==> src/rtl/mult8_pkg.sv <==
// Shared widths, types and the 4-bit ripple helper for the 8x8 array multiplier.
package mult8_pkg;

  localparam int OP_W   = 8;
  localparam int PROD_W = 16;

  typedef logic [OP_W-1:0]   op_t;
  typedef logic [PROD_W-1:0] prod_t;

  localparam prod_t RST_PRODUCT = '0;

  // 4-bit ripple-carry add; result bit 4 is the carry-out.
  function automatic logic [4:0] add4(input logic [3:0] a, input logic [3:0] b, input logic cin);
    logic       c;
    logic [4:0] r;
    c = cin;
    r = '0;
    for (int k = 0; k < 4; k++) begin
      r[k] = a[k] ^ b[k] ^ c;
      c    = (a[k] & b[k]) | (c & (a[k] ^ b[k]));
    end
    r[4] = c;
    return r;
  endfunction

endpackage

==> src/rtl/mult8_csa_row.sv <==
// One 8-bit carry-select adder row: ripple lower nibble, upper nibble computed
// for both carry values and picked by the lower-nibble carry.
module mult8_csa_row
  import mult8_pkg::*;
(
  input  logic [OP_W-1:0] a,
  input  logic [OP_W-1:0] b,
  input  logic            cin,
  output logic [OP_W-1:0] sum,
  output logic            cout
);

  logic [4:0] lo;
  logic [4:0] hi0;
  logic [4:0] hi1;

  always_comb begin
    lo  = add4(a[3:0], b[3:0], cin);
    hi0 = add4(a[7:4], b[7:4], 1'b0);
    hi1 = add4(a[7:4], b[7:4], 1'b1);
  end

  assign sum  = {(lo[4] ? hi1[3:0] : hi0[3:0]), lo[3:0]};
  assign cout = lo[4] ? hi1[4] : hi0[4];

endmodule

==> src/rtl/multiply_8bits.sv <==
// Unsigned 8x8 -> 16 array multiplier with registered product.
// Define MULTIPLY_8BITS_INREG_EN to also register the operands (2-cycle latency).
module multiply_8bits
  import mult8_pkg::*;
(
  input  logic              clk,
  input  logic              rst_n,
  output logic [PROD_W-1:0] product,
  input  logic [OP_W-1:0]   inp1,
  input  logic [OP_W-1:0]   inp2
);

  op_t a_op;
  op_t b_op;

`ifdef MULTIPLY_8BITS_INREG_EN
  always_ff @(posedge clk or negedge rst_n) begin
    if (!rst_n) begin
      a_op <= '0;
      b_op <= '0;
    end else begin
      a_op <= inp1;
      b_op <= inp2;
    end
  end
`else
  assign a_op = inp1;
  assign b_op = inp2;
`endif

  logic [OP_W-1:0][OP_W-1:0] pp;
  logic [OP_W-1:0][OP_W-1:0] row_sum;
  logic [OP_W-1:0]           row_cout;
  prod_t                     prod_comb;

  always_comb begin
    pp = '0;
    for (int i = 0; i < OP_W; i++) begin
      pp[i] = a_op & {OP_W{b_op[i]}};
    end
  end

  assign row_sum[0]  = pp[0];
  assign row_cout[0] = 1'b0;

  // Each row adds the next partial product to the running sum shifted right by one;
  // the bit shifted out is a finished product bit.
  for (genvar i = 1; i < OP_W; i++) begin : g_row
    mult8_csa_row u_row (
      .a    ({row_cout[i-1], row_sum[i-1][OP_W-1:1]}),
      .b    (pp[i]),
      .cin  (1'b0),
      .sum  (row_sum[i]),
      .cout (row_cout[i])
    );
  end

  always_comb begin
    prod_comb = '0;
    for (int i = 0; i < OP_W - 1; i++) begin
      prod_comb[i] = row_sum[i][0];
    end
    prod_comb[PROD_W-1:OP_W-1] = {row_cout[OP_W-1], row_sum[OP_W-1]};
  end

  always_ff @(posedge clk or negedge rst_n) begin
    if (!rst_n) begin
      product <= RST_PRODUCT;
    end else begin
      product <= prod_comb;
    end
  end

endmodule

==> config.mk <==
export PLATFORM = sky130hd
export DESIGN_NAME = multiply_8bits
export DESIGN_NICKNAME = d
export VERILOG_FILES = /design/src/rtl/mult8_pkg.sv /design/src/rtl/mult8_csa_row.sv /design/src/rtl/multiply_8bits.sv
export SDC_FILE = /design/constraint.sdc
export NUM_CORES = 1
export LEC_CHECK = 0
export ABC_AREA = 1
export CAP_MARGIN = 30
export CORE_MARGIN = 2
export CORE_UTILIZATION = 49
export DETAILED_ROUTE_END_ITERATION = 8
export GPL_TIMING_DRIVEN = 0
export MAX_ROUTING_LAYER = met4
export PLACE_DENSITY_LB_ADDON = 0.15
export SLEW_MARGIN = 5
export SYNTH_ARGS = -nofsm -noshare
export SYNTH_HDL_FRONTEND = slang
export SYNTH_SLANG_ARGS = --single-unit
==> constraint.sdc <==
create_clock -name clk -period 0.8 [get_ports clk]
set_input_delay 0.12 -clock clk [delete_from_list [all_inputs] [get_ports clk]]
set_output_delay 0.12 -clock clk [all_outputs]
set_load 0.03 [all_outputs]
==> results.tsv <==
stage	metric	value	unit
floorplanning	dieArea	0.005344	mm²
floorplanning	io-pin-count	34	
final_layout	diodes	0	
final_layout	top_register	product	
final_layout	top_regs	product: 16 flops	
drt	routed_wl	4.260	mm
synth	synth_cells	290	
clock_tree	cts_tree	built	
global_route	groute.usage.overall	19.30	%
floorplanning	chipWidth	73.10	µm
critical_path	critPathArrivalTime	8150	ps
final_layout	layout-drive-gt1-share	43.48	%
floorplanning	start_util	50.20	%
global_route	overflow	0	
synth	synth.avg_cell_area	8.068	µm²
critical_path	cpMaxStageDelayCell	fa_2	
timing	timing.final.max_slew_violations	0	
synth	syn_nets	371	
placement	io_buffers	17	
critical_path	critPathLaunchType	input pin	
critical_path	end_kind	flip-flop	
floorplanning	die_h	73.10	µm
pwr	p_leak	1.725	nW
floorplanning	fp-row-count	25	
timing	rsz0062_at_grt	true	
timing	fin_crit	7997	ps
drt	first_pass_iters	4	
synth	ys_seq_area_share	17.11	%
clock_tree	numCtsBuffers	3	
global_route	grt_first_pass_wirelength	7.659	mm
final_layout	num-fill-cells	363	
clock_tree	clkSinkCount	16	
timing	timing.final.crit_share	999.6	%
timing	finalSetupViolCount	30	
drt	via_per_inst	4.503	
pwr	ir_worst_vdd	2.279	mV
drt	drc_errors	0	
placement	gp_congestion	0.7380	
pwr	cellPowerDensity	3671	mW/mm²
timing	hold_violations	0	
outcome	violations	negative setup slack	
drt	antenna_left	0	
outcome	status	complete, but fails checks	
synth	syn_area	0.002340	mm²
clock_tree	clk_pin_slew_worst_paths	60	ps
clock_tree	htreeDepth	1	
drt	via_count	1693	
clock_tree	cts_root_buffer	clkbuf_8	
drt	drt_iter0_drc	30	
timing	setup_ws	-7197	ps
clock_tree	cts_buffer_depth	2	
critical_path	crit_top_cell	fa_2	
synth	synthDistinctLibCells	8	
timing	tightest_slew	706.5	ps
synth	ys_warn_count	0	
floorplanning	core	0.004661	mm²
final_layout	syn2layout_area_growth	33.90	%
final_layout	largest_register_ffs	16	
timing	relSlewSlack	52.90	%
final_layout	fin_util	67.22	%
critical_path	required	950	ps
drt	wl_per_cell	11.33	µm
global_route	grt_pass1_vias	1753	
hold_path	hp-class	in -> async	
final_layout	final_nets	404	
run	cap_viol_max_count	0	
placement	dp_hpwl	3.296	mm
global_route	grt_max_degree	17	
critical_path	crit_fanout	3	
global_route	antenna_found_initial	0	
synth	ys_ff_latch	16	
timing	fmax	0.1251	GHz
pwr	power.total	0.01150	W
critical_path	slowest_delay	550	ps
critical_path	critPathKind	in -> reg	
==> cells by family (layout without fill, tap and decap cells) <==
group                    after synthesis  count (layout)  synth area share [%]
adder cells (fa/ha/maj)               63              63                 46.84
buffers and inverters                110             142                 19.57
AO/OA/AOI/OAI                          5               5                 1.069
AND/OR/NAND/NOR                       96              96                 15.40
flip-flops                            16              16                 17.11
==> cell type report <==
| type | count | area [µm²] | area share [%] |
|---|---|---|---|
| plain buffers | 16 | 162.7 | 5.192 |
| clock buffers | 4 | 55.05 | 1.757 |
| inverters | 94 | 352.8 | 11.26 |
| multi-input cells | 164 | 1815 | 57.95 |
| flip-flops and latches | 16 | 400.4 | 12.78 |
| well taps | 54 | 67.56 | 2.157 |
| repair buffers | 28 | 279.0 | 8.906 |
==> synthesized netlist by cell type (all sizes together) <==
master | n | area [µm²]
nand2 | 96 | 360.4
inv | 94 | 352.8
fa | 41 | 820.8
ha | 22 | 275.3
buf | 16 | 105.1
dfrtp | 16 | 400.4
o21ai | 5 | 25.02
==> layer usage <==
layer  wire (µm)  vias up  global-route usage (%)
li1            -      847                       -
met1        1737      816                   22.48
met4          95        0                   7.613
met3          94        7                   2.901
met5           0        -                       -
met2        2332       23                   33.33
==> worst max path at each step <==
stage,start,to,cells past startpoint
after floorplan,inp2[0],product[14],31
after global placement,inp1[2],product[14],32
after detailed placement,inp1[2],product[14],32
after CTS,inp2[0],product[14],31
after global routing,inp2[0],product[14],33
final,inp1[0],product[14],31
==> per-stage QoR <==
| step | setup WS (ps) | hold slack [ps] | setup TNS (ps) | cells | area (µm²) |
|---|---|---|---|---|---|
| 6_report | -7197 | 23.42 | -65460 | 376 | 3133 |
| 5_1_grt | -7406 | 88.92 | -67790 | 376 | 3133 |
| 4_1_cts | -7236 | 54.52 | -65880 | 376 | 3059 |
| 3_5_place_dp | -7591 | 348.9 | -77940 | 361 | 2726 |
| 3_3_place_gp | -7496 | 344.5 | -76460 | 361 | 2726 |
| 2_1_floorplan | -7364 | -175.6 | -66540 | 290 | 2489 |
==> what timing repair did <==
item                       in CTS  in global routing
pin swaps                      26                 13
hold buffers                    0                  0
buffers inserted               11                  0
setup endpoints to repair      46                 30
resized for setup             153                 19
==> cells in the final DEF (no fill, tap or decap) <==
master / netlist / layout
nand2_1: 96 / 87
inv_1: 94 / 66
fa_2: 0 / 34
inv_2: 0 / 28
buf_4: 10 / 18
buf_6: 0 / 18
dfrtp_1: 16 / 16
ha_4: 0 / 13
fa_1: 41 / 7
nand2_2: 0 / 5
ha_1: 22 / 5
buf_12: 0 / 4
nand2_4: 0 / 4
ha_2: 0 / 4
clkbuf_8: 0 / 4
o21ai_2: 0 / 3
buf_2: 6 / 3
o21ai_4: 0 / 2
dlygate4sd2_1: 0 / 1
==> worst max-delay path, delay by kind of cell <==
family / cells / cell delay [ps]
buffers and inverters: 10 / 620
adder cells (fa/ha/maj): 19 / 7200
AO/OA/AOI/OAI: 1 / 150
AND/OR/NAND/NOR: 1 / 50
==> power by group <==
| part | total [W] | switching (W) | internal [W] | leakage, nW |
|---|---|---|---|---|
| sequential | 0.00141 | 0.000147 | 0.00126 | 0.192 |
| clock | 0.000726 | 0.000289 | 0.000437 | 0.0288 |
| combinational | 0.00937 | 0.00495 | 0.00442 | 1.50 |
(Power assumes the default switching activity.)
